[config.mk]
export PLATFORM = sky130hd
export DESIGN_NAME = vga_fb_arbiter
export DESIGN_NICKNAME = d
export VERILOG_FILES = /design/src/rtl/vga_fb_arbiter.sv
export SDC_FILE = /design/constraint.sdc
export NUM_CORES = 1
export LEC_CHECK = 0
export BUFFER_PORTS_ARGS = -buffer_cell sky130_fd_sc_hd__buf_4
export CAP_MARGIN = 5
export CORE_MARGIN = 2
export CORE_UTILIZATION = 49
export DETAILED_ROUTE_END_ITERATION = 12
export PLACE_DENSITY = 0.85
export SKIP_LAST_GASP = 1
export SYNTH_ARGS = -nofsm -noshare
export SYNTH_HDL_FRONTEND = slang
export SYNTH_SLANG_ARGS = --single-unit
export TNS_END_PERCENT = 10
[constraint.sdc]
create_clock -name CLOCK -period 4.2 [get_ports CLOCK]
set_clock_uncertainty 0.15 [all_clocks]
set_input_delay 0.21 -clock CLOCK [delete_from_list [all_inputs] [get_ports CLOCK]]
set_output_delay 0.21 -clock CLOCK [all_outputs]
set_load 0.1 [all_outputs]
[src/rtl/vga_fb_arbiter.sv]
// Frame-memory port arbiter: VGA scan-out reads own the port in the active area,
// and a single drawing-engine writer is served in blanking slots. Optional VGA_ARB_CLIP_EN drops out-of-range writes.
module vga_fb_arbiter #(
  parameter logic [9:0]  H_START  = 10'd144,
  parameter logic [9:0]  H_ACTIVE = 10'd640,
  parameter logic [9:0]  V_START  = 10'd35,
  parameter logic [9:0]  V_ACTIVE = 10'd480,
  parameter int unsigned DW       = 8
) (
  input  logic          CLOCK,
  input  logic          RESET,
  input  logic [19:0]   iAddr,
  input  logic          iWrReq,
  input  logic [9:0]    iWrX,
  input  logic [9:0]    iWrY,
  input  logic [DW-1:0] iWrData,
  output logic          oWrAck,
  output logic [18:0]   oMemAddr,
  output logic          oMemWe,
  output logic [DW-1:0] oMemWData,
  input  logic [DW-1:0] iMemRData,
  output logic [DW-1:0] oPixel
);

  localparam int unsigned CW = 10;
  localparam int unsigned XW = CW + 1;
  localparam int unsigned AW = 19;

  typedef enum logic [1:0] {
    S_IDLE  = 2'd0,
    S_WAIT  = 2'd1,
    S_ISSUE = 2'd2
  } state_t;

  state_t r_state;
  state_t w_next_state;

  logic [CW-1:0] w_x;
  logic [CW-1:0] w_y;
  logic [CW-1:0] w_px;
  logic [CW-1:0] w_py;
  logic [XW-1:0] w_h_end;
  logic [XW-1:0] w_v_end;
  logic          w_h_in;
  logic          w_v_in;
  logic          w_active;
  logic [AW-1:0] w_scan_addr;
  logic [AW-1:0] w_wr_addr;
  logic          w_wr_in_range;

  logic [AW-1:0] w_mem_addr_d;
  logic          w_mem_we_d;
  logic [DW-1:0] w_mem_wdata_d;
  logic          w_wr_ack_d;

  logic [AW-1:0] r_mem_addr;
  logic          r_mem_we;
  logic [DW-1:0] r_mem_wdata;
  logic          r_wr_ack;
  logic          r_act_s1;
  logic          r_act_s2;
  logic [DW-1:0] r_pixel;

  // Active-area decode on the raw timing counters
  assign w_x     = iAddr[19:10];
  assign w_y     = iAddr[9:0];
  assign w_h_end = XW'(H_START) + XW'(H_ACTIVE);
  assign w_v_end = XW'(V_START) + XW'(V_ACTIVE);
  assign w_h_in  = ({1'b0, w_x} >= XW'(H_START)) && ({1'b0, w_x} < w_h_end);
  assign w_v_in  = ({1'b0, w_y} >= XW'(V_START)) && ({1'b0, w_y} < w_v_end);
  assign w_active = w_h_in && w_v_in;

  // Upper row/col bits are intentionally truncated into the 19-bit address
  assign w_px        = w_x - H_START;
  assign w_py        = w_y - V_START;
  assign w_scan_addr = AW'({w_py, w_px});
  assign w_wr_addr   = AW'({iWrY, iWrX});

`ifdef VGA_ARB_CLIP_EN
  assign w_wr_in_range = (iWrX < H_ACTIVE) && (iWrY < V_ACTIVE);
`else
  assign w_wr_in_range = 1'b1;
`endif

  // Write FSM state register
  always_ff @(posedge CLOCK) begin
    if (!RESET) begin
      r_state <= S_IDLE;
    end else begin
      r_state <= w_next_state;
    end
  end

  // Write FSM next state; a write may only take a non-active slot
  always_comb begin
    w_next_state = r_state;
    case (r_state)
      S_IDLE: begin
        if (iWrReq) begin
          w_next_state = w_active ? S_WAIT : S_ISSUE;
        end
      end
      S_WAIT: begin
        if (!iWrReq) begin
          w_next_state = S_IDLE;
        end else if (!w_active) begin
          w_next_state = S_ISSUE;
        end
      end
      S_ISSUE: w_next_state = S_IDLE;
      default: w_next_state = S_IDLE;
    endcase
  end

  // Port owner for the stage-1 slot: scan read, write issue, or idle hold
  always_comb begin
    w_mem_addr_d  = r_mem_addr;
    w_mem_we_d    = 1'b0;
    w_mem_wdata_d = r_mem_wdata;
    w_wr_ack_d    = 1'b0;
    if (w_active) begin
      w_mem_addr_d = w_scan_addr;
    end else if (w_next_state == S_ISSUE) begin
      w_mem_addr_d  = w_wr_addr;
      w_mem_wdata_d = iWrData;
      w_mem_we_d    = w_wr_in_range;
      w_wr_ack_d    = 1'b1;
    end
  end

  // Stage-1 port registers
  always_ff @(posedge CLOCK) begin
    if (!RESET) begin
      r_mem_addr  <= '0;
      r_mem_we    <= 1'b0;
      r_mem_wdata <= '0;
      r_wr_ack    <= 1'b0;
    end else begin
      r_mem_addr  <= w_mem_addr_d;
      r_mem_we    <= w_mem_we_d;
      r_mem_wdata <= w_mem_wdata_d;
      r_wr_ack    <= w_wr_ack_d;
    end
  end

  // Active flag follows the read through address, memory and pixel stages
  always_ff @(posedge CLOCK) begin
    if (!RESET) begin
      r_act_s1 <= 1'b0;
      r_act_s2 <= 1'b0;
      r_pixel  <= '0;
    end else begin
      r_act_s1 <= w_active;
      r_act_s2 <= r_act_s1;
      r_pixel  <= r_act_s2 ? iMemRData : '0;
    end
  end

  assign oMemAddr  = r_mem_addr;
  assign oMemWe    = r_mem_we;
  assign oMemWData = r_mem_wdata;
  assign oWrAck    = r_wr_ack;
  assign oPixel    = r_pixel;

endmodule
Word-level counts from Yosys, hierarchy flattened
Index checks and enable logic that the tools add are counted.
{ "totals": {"regBits": 40, "latch_bits": 0, "ramBits": 0, "rom_bits": 0, "input_bits": 59, "wordCells": 33, "mem_count": 0} }
{ "op_classes": {"n_addsub": 2, "n_mul": 0, "div": 0, "order_cmp": 4, "n_eq_ne": 2, "n_shift": 0, "n_mux": 8, "n_bitwise": 2, "n_reduce_logical": 8} }
{ "op_table": {"columns": ["cell", "n"], "rows": [
  ["$mux W19", 2],
  ["$lt A10 B10 Y1 const B", 2],
  ["$ge A10 B6 Y1 const B", 1],
  ["$ge A10 B8 Y1 const B", 1],
  ["$sub A10 B8 Y10 const B", 1],
  ["$sub A9 B6 Y9 const B", 1],
  ["$mux W2", 4],
  ["$pmux W2 S2", 1],
  ["$reduce_and A2 Y1", 2],
  ["$logic_and A1 B1 Y1", 3],
  ["$eq A2 B1 Y1 const B", 1],
  ["$eq A2 B2 Y1 const B", 1],
  ["$logic_not A2 Y1", 1],
  ["$not A1 Y1", 2],
  ["$reduce_bool A2 Y1", 1],
  ["$reduce_or A2 Y1", 1],
  ["$mux W1", 1]
]} }

Depth between registers and ports, before layout
Gate-level depths: netlist (run 1).
{ "depth": {"word_depth": 9, "mapped_depth": 8, "mapped_depth_nobuf": 7} }

Least setup slack after synthesis (run 1)
Ideal clock, no wire load.
{ "synth_timing": {"path_type": "input port to flip-flop", "start": "input port iAddr[15]", "end": "register r_mem_addr[15], in the netlist oMemAddr[15]", "setup_ps": 116, "arrival_ps": 1527, "path_slack_ps": 2407, "stages": 8, "path_cell_list": "inv_1 ha_1 inv_2 o311a_1 a31oi_1 clkbuf_1 nand4b_1 o211a_1"} }
{ "synth_via": {"elab_chain_len": 8, "elab_cells_between_ends": 12, "cone_classes": "2 x order compare; 1 x eq/ne; 6 x mux; 3 x reduce/logical"} }
{ "synth_lines": {"columns": ["element", "line_no", "text"], "rows": [
  ["start: declaration", "12", "input logic [19:0] iAddr,"],
  ["$ge A10 B8 Y1 / $lt A10 B10 Y1 (equally long branches)", "69", "assign w_h_in = ({1'b0, w_x} >= XW'(H_START)) && ({1'b0, w_x} < w_h_end);"],
  ["$logic_and A1 B1 Y1 *", "69", null],
  ["$logic_and A1 B1 Y1 *", "71", "assign w_active = w_h_in && w_v_in;"],
  ["$mux W2 (on tied branches)", "106, 100", null],
  ["$mux W2 (on tied branches)", "104, 99", null],
  ["$pmux W2 S2", "97", "case (r_state)"],
  ["$eq A2 B2 Y1", "123", "end else if (w_next_state == S_ISSUE) begin"],
  ["$reduce_bool A2 Y1 (no source line)", null, null],
  ["end signal: assignment", "139", "r_mem_addr <= w_mem_addr_d;"],
  ["end: declaration", "56", "logic [AW-1:0] r_mem_addr;"]
]} }
Mark *: on every way between the ends. The rest lies on a longest branch, timed or not.
A chain may end at the register's enable or synchronous reset.

Worst setup path in the final report (run 1)
{ "layout_timing": {"start": "input port iAddr[15]", "end": "register r_mem_wdata[3], in the netlist oMemWData[3]"} }
{ "layout_via": {"elab_chain_len": 8, "elab_cells_between_ends": 12, "cone_classes": "2 x order compare; 1 x eq/ne; 5 x mux; 1 x bitwise; 3 x reduce/logical"} }
{ "layout_lines": {"columns": ["element", "line_no", "text"], "rows": [
  ["$ge A10 B8 Y1 / $lt A10 B10 Y1 (equally long branches)", "69", null],
  ["$logic_and A1 B1 Y1 *", "69", null],
  ["$logic_and A1 B1 Y1 *", "71", null],
  ["$mux W2 (on tied branches)", "106, 100", null],
  ["$mux W2 (on tied branches)", "104, 99", null],
  ["$pmux W2 S2", "97", null],
  ["$eq A2 B2 Y1", "123", null],
  ["$reduce_and A2 Y1 (no source line) *", null, null],
  ["end signal: assignment", "141", "r_mem_wdata <= w_mem_wdata_d;"],
  ["end: declaration", "58", "logic [DW-1:0] r_mem_wdata;"]
]} }
Marked as above.

==> flow_summary.html, run 1 <==
<table>
<tr><th>Metric</th><th>Value</th></tr>
<tr><th colspan="2">Placement</th></tr>
<tr><td>Post-DP HPWL</td><td>about 3.4 mm</td></tr>
<tr><td>Routability congestion estimate</td><td>0.779</td></tr>
<tr><td>Total placed cells including tap cells</td><td>319</td></tr>
<tr><td>Buffers on Ports</td><td>94</td></tr>
<tr><th colspan="2">CTS</th></tr>
<tr><td>Count of cells resized by post-cts repair</td><td>0</td></tr>
<tr><td>Hold-fix buffers at CTS</td><td>0</td></tr>
<tr><td>Worst-case clock buffer depth</td><td>2</td></tr>
<tr><td>Cts bufs inserted</td><td>5</td></tr>
<tr><td>Clock root cell</td><td>clkbuf_8</td></tr>
<tr><td>Clock transition at path regs</td><td>roughly 0.070 ns</td></tr>
<tr><td>Worst-Skew Late Latency</td><td>around 0.29 ns</td></tr>
<tr><td>Number of sinks driven by the clock tree</td><td>39</td></tr>
<tr><td>Buffers inserted during post-CTS setup optimization</td><td>0</td></tr>
<tr><td>CTS H-tree lvls</td><td>2</td></tr>
<tr><td>Clock tree from TritonCTS</td><td>built</td></tr>
<tr><th colspan="2">Outcome</th></tr>
<tr><td>Result of the run</td><td>finished clean</td></tr>
<tr><th colspan="2">Final layout</th></tr>
<tr><td>Net total in the final layout</td><td>between 300 and 400</td></tr>
<tr><td>Area taken by flip-flops and latches</td><td>between 700 and 800 um2</td></tr>
<tr><td>Layout Cells excl Fill</td><td>327</td></tr>
<tr><td>Most common cell after layout, fill and taps aside</td><td>buf_4</td></tr>
<tr><td>Area of the multi-input gates</td><td>around 0.0010 mm2</td></tr>
<tr><td>Fraction of layout cells with a size suffix above 1</td><td>a little under half</td></tr>
<tr><td># fillers</td><td>approximately 300</td></tr>
<tr><td>Area growth from synthesis to layout</td><td>43.2%</td></tr>
<tr><td>Number of diodes</td><td>0</td></tr>
<tr><td>Top library cells by usage in the layout, fill and taps aside</td><td>96 x buf_4, 39 x dfxtp_1, 20 x nand2_1</td></tr>
<tr><th colspan="2">Yosys</th></tr>
<tr><td>Adder-Cell Fraction of Synth Area</td><td>under 10%</td></tr>
<tr><td>Number of standard cells after synthesis</td><td>between 150 and 200</td></tr>
<tr><td>Dominant register cell in the synthesized netlist</td><td>dfxtp_1</td></tr>
<tr><td>Total number of yosys warnings</td><td>0</td></tr>
<tr><td>Mapped Nets</td><td>around 250</td></tr>
<tr><td>EDFF count, synth</td><td>0</td></tr>
<tr><td>Dominant combinational cell family by area after synthesis</td><td>simple AND/OR/NAND/NOR gates</td></tr>
<tr><td>Number of distinct standard cells referenced by the synthesized netlist</td><td>35</td></tr>
<tr><td>Area fraction in compound gates after synthesis</td><td>approximately 16%</td></tr>
<tr><td>Synthesized area per cell</td><td>approximately 10 um2</td></tr>
<tr><td>Register area share after synthesis</td><td>about two fifths</td></tr>
<tr><td>Summed instance area of the synthesized netlist</td><td>~0.0019 mm2</td></tr>
<tr><td>Area share of and/or/nand/nor cells after synthesis</td><td>~17%</td></tr>
<tr><td>Proportion of synthesized area in mux cells</td><td>roughly 15%</td></tr>
<tr><td>Xor and xnor area share after synthesis</td><td>4.13%</td></tr>
<tr><td>Post-synthesis async set-or-reset flop share</td><td>0%</td></tr>
<tr><td>Count of state elements after synthesis</td><td>39</td></tr>
<tr><th colspan="2">Routing</th></tr>
<tr><td>DRC violation total after the first TritonRoute iteration</td><td>between 60 and 70</td></tr>
<tr><td>Number of vias per cell</td><td>between 5 and 6</td></tr>
<tr><td>Routed WL per cell</td><td>about 14 um</td></tr>
<tr><td>Routed Wire Length</td><td>about 4.6 mm</td></tr>
<tr><td>Remaining routing DRC violations</td><td>0</td></tr>
<tr><td>Initial DRT Pass Iterations</td><td>4</td></tr>
<tr><td>Via count</td><td>1,740</td></tr>
<tr><td>Post-route ant nets</td><td>0</td></tr>
<tr><th colspan="2">Critical path</th></tr>
<tr><td>Crit path arrival time</td><td>approximately 2.4 ns</td></tr>
<tr><td>Top delay family on crit path</td><td>compound AO/OA/AOI/OAI gates</td></tr>
<tr><td>Buffers and inverters on the worst path</td><td>3</td></tr>
<tr><td>CP startpoint</td><td>iAddr[15]</td></tr>
<tr><td>Crit-path max FO</td><td>22</td></tr>
<tr><td>Worst R2R Start</td><td>r_state[1]</td></tr>
<tr><td>Ordered list of cells on the worst path</td><td>buf_4, inv_1, ha_1, inv_2, o311a_1, a31oi_2, a21boi_1, mux2i_1</td></tr>
<tr><td>Kind of end point of the critical path</td><td>flop</td></tr>
<tr><td>Depth of the most critical reg-to-reg path</td><td>3</td></tr>
<tr><td>Crit path max-delay cell type</td><td>a31oi_2</td></tr>
<tr><td>Maximum cell stage delay along the critical path</td><td>between 0.7 and 0.8 ns</td></tr>
<tr><td>Data required time of the critical path</td><td>between 4 and 5 ns</td></tr>
<tr><td>CP Class</td><td>input pin to flop</td></tr>
<tr><td>Critical path depth in cells</td><td>8</td></tr>
<tr><td>Sort of element at the start of the critical path</td><td>input pin</td></tr>
<tr><th colspan="2">STA</th></tr>
<tr><td>Worst-case hold slack</td><td>roughly 0.012 ns</td></tr>
<tr><td>RSZ-0062 raised after global routing</td><td>false</td></tr>
<tr><td>Transition time at the pin with the least slew margin</td><td>~0.97 ns</td></tr>
<tr><td>Setup tns final</td><td>0 ns</td></tr>
<tr><td>Top achievable clock speed</td><td>409 MHz</td></tr>
<tr><td>Number of setup violations in the final report</td><td>0</td></tr>
<tr><td>Remaining max-slew budget at the tightest pin</td><td>between 30% and 40%</td></tr>
<tr><td>Number of hold violations in the final report</td><td>0</td></tr>
<tr><td>Share of the clock period used by the worst path after layout</td><td>about three fifths</td></tr>
<tr><td>Fin. max-slew vios</td><td>0</td></tr>
<tr><td>Clock period minus final worst setup slack</td><td>2.45 ns</td></tr>
<tr><th colspan="2">Die</th></tr>
<tr><td>Height of the die</td><td>around 66 um</td></tr>
<tr><td>Placeable core region</td><td>roughly 0.0037 mm2</td></tr>
<tr><td>Area of the die</td><td>roughly 0.0044 mm2</td></tr>
<tr><td>Boundary pin count</td><td>96</td></tr>
<tr><td>Initial core utilization</td><td>between 50% and 60%</td></tr>
<tr><td>Die extent in x</td><td>~66 um</td></tr>
<tr><td>Cell Rows</td><td>22</td></tr>
<tr><th colspan="2">Global route</th></tr>
<tr><td>Leftover overflow at the end of global routing</td><td>0</td></tr>
<tr><td>Largest net degree at the start of global routing</td><td>47</td></tr>
<tr><td>Overall Global Routing Usage</td><td>between 20% and 30%</td></tr>
<tr><td>Number of global-route vias before repair</td><td>between 1,500 and 2,000</td></tr>
<tr><td>Number of antenna violations at the first check in global routing</td><td>0</td></tr>
<tr><td>Wire length of the first global-routing pass</td><td>between 7 and 8 mm</td></tr>
<tr><th colspan="2">Hold path</th></tr>
<tr><td>Min-Delay Path Depth</td><td>2</td></tr>
<tr><td>Startpoint of the lowest-slack hold path</td><td>iMemRData[6]</td></tr>
<tr><td>Hold crit path type</td><td>input pin to flop</td></tr>
<tr><th colspan="2">Pwr</th></tr>
<tr><td>Highest ir drop seen on vdd</td><td>288 uV</td></tr>
<tr><td>Leakage power summed over all cells</td><td>~1.4 nW</td></tr>
<tr><td>PD cells</td><td>~410 mW/mm2</td></tr>
<tr><th colspan="2">Flow run</th></tr>
<tr><td>Count of maximum capacitance violations</td><td>0</td></tr>
</table>
## sequential cells by signal (all words and copies together) (netlist names)
register,count
oMemAddr,19
r_state,1
oPixel,8
r_act_s2,1
r_act_s1,1
oMemWData,8
oWrAck,1
## layout make-up
| class | count | area share (%) |
|---|---|---|
| multi-input combinational | 132 | 38.1 |
| sequential | 39 | 28.5 |
| timing repair buffer | 96 | 26.3 |
| clock buffer | 6 | 3.02 |
| tap | 48 | 2.19 |
| clock inverter | 2 | 1.28 |
| inverter | 4 | 0.549 |
## cell usage after synthesis, types with 2 or more instances
master	n	area [um2]
nand3b_1	5	37.5
mux2_2	19	214
xor2_1	2	17.5
nor2_1	7	26.3
buf_4	2	15.0
dfxtp_1	39	781
and3_1	9	56.3
xnor2_1	7	61.3
nand3_1	13	65.1
nand4b_1	2	17.5
clkbuf_1	9	33.8
buf_6	2	22.5
ha_1	3	37.5
mux2i_1	8	80.1
a21oi_1	3	15.0
o211a_1	19	190
inv_1	3	11.3
buf_2	2	10.0
nand2_1	20	75.1
## power breakdown
part	switching (mW)	internal [mW]
Combinational	0.264	0.123
Sequential	0.0126	0.396
Clock	0.130	0.192
## layer usage
metal	global-route usage [%]	part of all wire, %	vias to the layer above	wire length (um)
li1	-	-	857	-
met5	0	0	-	0
met4	7.65	1.4	0	63
met2	39.3	49	62	2260
met3	5.28	6.8	6	315
met1	26.9	43	815	2000
## path summary, 6_finish.rpt
check | to | slack, ns
setup / recovery | oMemWData[3] | 1.75
hold / removal | oPixel[6] | 0.01
setup reg to reg | oMemWData[3] | 2.50
hold reg to reg | r_act_s2 | 0.30
## logic make-up after synthesis
| group | after synthesis |
|---|---|
| and+or+nand+nor | 63 |
| DFF | 39 |
| AOI/OAI and AO/OA | 30 |
| muxes | 27 |
| buffers and inverters | 19 |
| xor gates and xnor gates | 9 |
| adders and majority gates | 3 |
## per-stage QoR
step	instance area, um2	setup WS [ns]	utilization, %	power, mW
2_1_floorplan	1910	2.41	-	0.703
3_3_place_gp	2620	1.46	70.5	0.800
3_5_place_dp	2620	1.43	70.5	0.805
4_1_cts	2740	1.76	73.6	1.13
5_1_grt	2740	1.56	73.6	1.17
6_report	2740	1.75	73.6	1.12
(Power assumes the default switching activity.)
==> run 2, diff against run 1 <==
Settings changed: ABC_AREA from default to 1, CORE_UTILIZATION 49 to 42, PLACE_DENSITY 0.85 to 0.76.
Clock period 4.2 ns to 2.1 ns, I/O delays scaled along.
==> run 2 against run 1 <==
- critical path depth rose by 7
- sequential power up 100%
- largest power group is now combinational cells
- global-route usage decreased by 1.1 points
- setup slack worse by 1.7 ns
==> flow_summary.html, run 2 <==
<table>
<tr><th>Metric</th><th>Value</th></tr>
<tr><th colspan="2">Global route</th></tr>
<tr><td>Number of antenna violations at the first check in global routing</td><td>0</td></tr>
<tr><td>Overall Global Routing Usage</td><td>between 20% and 30%</td></tr>
<tr><td>Wire length of the first global-routing pass</td><td>slightly above 9 mm</td></tr>
<tr><td>Number of global-route vias before repair</td><td>approximately 2,100</td></tr>
<tr><td>Leftover overflow at the end of global routing</td><td>0</td></tr>
<tr><td>Largest net degree at the start of global routing</td><td>29</td></tr>
<tr><th colspan="2">Die</th></tr>
<tr><td>Die extent in x</td><td>~74 um</td></tr>
<tr><td>Initial core utilization</td><td>a little over two fifths</td></tr>
<tr><td>Boundary pin count</td><td>96</td></tr>
<tr><td>Placeable core region</td><td>roughly 0.0047 mm2</td></tr>
<tr><td>Height of the die</td><td>74.0 um</td></tr>
<tr><td>Area of the die</td><td>around 0.0055 mm2</td></tr>
<tr><td>Cell Rows</td><td>25</td></tr>
<tr><th colspan="2">Critical path</th></tr>
<tr><td>Kind of end point of the critical path</td><td>flop</td></tr>
<tr><td>CP startpoint</td><td>iAddr[14]</td></tr>
<tr><td>CP Class</td><td>input pin to flop</td></tr>
<tr><td>Worst R2R Start</td><td>r_state[1]</td></tr>
<tr><td>Crit path max-delay cell type</td><td>dlygate4sd3_1</td></tr>
<tr><td>Crit path arrival time</td><td>between 2 and 2.5 ns</td></tr>
<tr><td>Library cell appearing most often on the critical path</td><td>nand2_1</td></tr>
<tr><td>Maximum cell stage delay along the critical path</td><td>between 0.5 and 0.6 ns</td></tr>
<tr><td>Ordered list of cells on the worst path</td><td>buf_4, inv_1, ha_2, nand2_1, nand2_1, nand2_1, nor2_1, nor2_2, nand3_4, buf_12, nand3_1, nand2_1, nand2_1, nand2_1, dlygate4sd3_1</td></tr>
<tr><td>Data required time of the critical path</td><td>2.12 ns</td></tr>
<tr><td>Crit-path max FO</td><td>8</td></tr>
<tr><td>Sort of element at the start of the critical path</td><td>input pin</td></tr>
<tr><th colspan="2">Yosys</th></tr>
<tr><td>Count leader, synth</td><td>nand2_1</td></tr>
<tr><td>Number of distinct standard cells referenced by the synthesized netlist</td><td>28</td></tr>
<tr><td>Dominant register cell in the synthesized netlist</td><td>dfxtp_1</td></tr>
<tr><td>Count of state elements after synthesis</td><td>39</td></tr>
<tr><td>Largest area contributor in the netlist</td><td>dfxtp_1</td></tr>
<tr><td>Post-synthesis async set-or-reset flop share</td><td>0%</td></tr>
<tr><td>Mapped Nets</td><td>~350</td></tr>
<tr><td>Number of standard cells after synthesis</td><td>~290</td></tr>
<tr><td>Synthesized area per cell</td><td>7.08 um2</td></tr>
<tr><td>Summed instance area of the synthesized netlist</td><td>slightly above 0.002 mm2</td></tr>
<tr><td>Synth cell count leaders</td><td>66 x nand2_1, 50 x nand3_1, 39 x dfxtp_1</td></tr>
<tr><td>Register area share after synthesis</td><td>37.9%</td></tr>
<tr><td>Top cells by area in the synthesized netlist</td><td>dfxtp_1 38%, nand3_1 12%, nand2_1 12%</td></tr>
<tr><td>EDFF count, synth</td><td>0</td></tr>
<tr><td>Total number of yosys warnings</td><td>0</td></tr>
<tr><td>Top cell type's share of synthesized area</td><td>a little under two fifths</td></tr>
<tr><th colspan="2">Routing</th></tr>
<tr><td>Routed WL per cell</td><td>roughly 12 um</td></tr>
<tr><td>Routed Wire Length</td><td>about 6 mm</td></tr>
<tr><td>DRC violation total after the first TritonRoute iteration</td><td>a little over 90</td></tr>
<tr><td>Initial DRT Pass Iterations</td><td>4</td></tr>
<tr><td>Remaining routing DRC violations</td><td>0</td></tr>
<tr><td>Number of vias per cell</td><td>4.56</td></tr>
<tr><td>Via count</td><td>2,274</td></tr>
<tr><td>Post-route ant nets</td><td>0</td></tr>
<tr><th colspan="2">Placement</th></tr>
<tr><td>Post-DP HPWL</td><td>approximately 4 mm</td></tr>
<tr><td>Buffers on Ports</td><td>between 90 and 100</td></tr>
<tr><td>Total placed cells including tap cells</td><td>444</td></tr>
<tr><td>Routability congestion estimate</td><td>0.831</td></tr>
<tr><td>Worst slack at placement</td><td>between 0.2 and 0.3 ns</td></tr>
<tr><th colspan="2">STA</th></tr>
<tr><td>Share of the clock period used by the worst path after layout</td><td>a little over nine tenths</td></tr>
<tr><td>Transition time at the pin with the least slew margin</td><td>about 0.39 ns</td></tr>
<tr><td>Number of setup violations in the final report</td><td>0</td></tr>
<tr><td>Fin. max-slew vios</td><td>0</td></tr>
<tr><td>Top achievable clock speed</td><td>roughly 500 MHz</td></tr>
<tr><td>Number of hold violations in the final report</td><td>0</td></tr>
<tr><td>Clock period minus final worst setup slack</td><td>approximately 2.0 ns</td></tr>
<tr><td>Post-route setup slack</td><td>0.100 ns</td></tr>
<tr><td>Remaining max-slew budget at the tightest pin</td><td>approximately 74%</td></tr>
<tr><td>RSZ-0062 raised after global routing</td><td>true</td></tr>
<tr><th colspan="2">Final layout</th></tr>
<tr><td>Area growth from synthesis to layout</td><td>65.3%</td></tr>
<tr><td>Number of diodes</td><td>0</td></tr>
<tr><td>Largest register FFs</td><td>19</td></tr>
<tr><td>Layout Cells excl Fill</td><td>499</td></tr>
<tr><td>Net total in the final layout</td><td>a little under 500</td></tr>
<tr><td>Most common cell after layout, fill and taps aside</td><td>buf_4</td></tr>
<tr><td>Fraction of layout cells with a size suffix above 1</td><td>roughly 34%</td></tr>
<tr><td>Top library cells by usage in the layout, fill and taps aside</td><td>102 x buf_4, 64 x nand2_1, 50 x nand3_1</td></tr>
<tr><td># fillers</td><td>between 300 and 400</td></tr>
<tr><th colspan="2">CTS</th></tr>
<tr><td>Clock transition at path regs</td><td>0.08 ns</td></tr>
<tr><td>CTS H-tree lvls</td><td>2</td></tr>
<tr><td>Worst-case clock buffer depth</td><td>2</td></tr>
<tr><td>Worst-Skew Late Latency</td><td>0.29 ns</td></tr>
<tr><td>Number of sinks driven by the clock tree</td><td>39</td></tr>
<tr><td>Clock root cell</td><td>clkbuf_8</td></tr>
<tr><td>Clock tree from TritonCTS</td><td>built</td></tr>
<tr><td>Cts bufs inserted</td><td>5</td></tr>
<tr><th colspan="2">Hold path</th></tr>
<tr><td>Startpoint of the lowest-slack hold path</td><td>iAddr[2]</td></tr>
<tr><td>Hold crit path type</td><td>input pin to flop</td></tr>
<tr><th colspan="2">Outcome</th></tr>
<tr><td>Result of the run</td><td>finished clean</td></tr>
<tr><th colspan="2">Pwr</th></tr>
<tr><td>Leakage power summed over all cells</td><td>approximately 1.8 nW</td></tr>
<tr><td>PD cells</td><td>approximately 700 mW/mm2</td></tr>
<tr><td>Highest ir drop seen on vdd</td><td>between 300 and 400 uV</td></tr>
<tr><th colspan="2">Flow run</th></tr>
<tr><td>Count of maximum capacitance violations</td><td>0</td></tr>
</table>
[run 2: cells by family after synthesis]
kind of cell / Yosys count / synth area share (%)
AOI/OAI and AO/OA: 12 / 3.28
xor gates and xnor gates: 8 / 3.40
adders and majority gates: 3 / 1.82
buffers and inverters: 50 / 12.3
DFF: 39 / 37.9
and+or+nand+nor: 179 / 41.3
[run 2: area by class of cell]
cell class              instances  area (um2)  share of cell area (%)
repair inverters                1        5.00                   0.147
flip-flops and latches         39         781                    22.9
multi-input cells             203        1060                    31.0
clock buffers                   6        82.6                    2.43
repair buffers                143        1200                    35.3
well taps                      67        83.8                    2.46
clock inverters                 2        35.0                    1.03
inverters                      38         159                    4.67
[run 2: layer usage]
metal  vias up  track usage [%]  share of wire [%]
met5         -                0              0.099
met4         2             6.06                1.5
met3         9             4.61                6.8
met2        79             37.5                 48
met1       992             26.4                 43
li1       1192                -                  -
[run 2: critical path, delay by kind of cell]
kind                     cells  cell delay (ns)
adder cells (fa/ha/maj)      1             0.19
AND/OR/NAND/NOR             10             0.83
buffers and inverters        4             0.88
[run 2: report_power, final]
| group | switching, mW | leakage, nW | internal [mW] | total, mW |
|---|---|---|---|---|
| Sequential | 0.0303 | 0.321 | 0.793 | 0.823 |
| Combinational | 0.609 | 1.37 | 0.296 | 0.905 |
| Clock | 0.263 | 0.0612 | 0.385 | 0.648 |
| Total | 0.902 | 1.75 | 1.47 | 2.38 |
[run 2: stage by stage]
step           instance area, um2  TNS (ns)  hold slack, ns  utilization [%]  total power [mW]
6_report                     3400         0         0.00386             72.1              2.38
5_1_grt                      3400    -0.115          0.0213             72.1              2.47
4_1_cts                      3280         0         0.00242             69.4              2.34
3_5_place_dp                 2780         0           0.156             58.9              1.64
3_3_place_gp                 2780         0           0.156             58.9              1.63
2_1_floorplan                2060         0          0.0652                -              1.43
[run 2: timing repair]
action | in CTS | in global routing
endpoints found under the setup margin | 0 | 5
hold buffers | 38 | 0
endpoints found under the hold margin | 33 | 0
gates resized for setup | 0 | 11
setup buffers | 0 | 6
[run 2: path summary, 6_finish.rpt]
path | depth (start not counted) | slack (ns) | end
max | 15 | 0.10 | oMemAddr[0]
min | 4 | 0.004 | oMemAddr[12]
max reg2reg | 7 | 0.13 | oMemAddr[0]
min reg2reg | 2 | 0.27 | r_act_s2
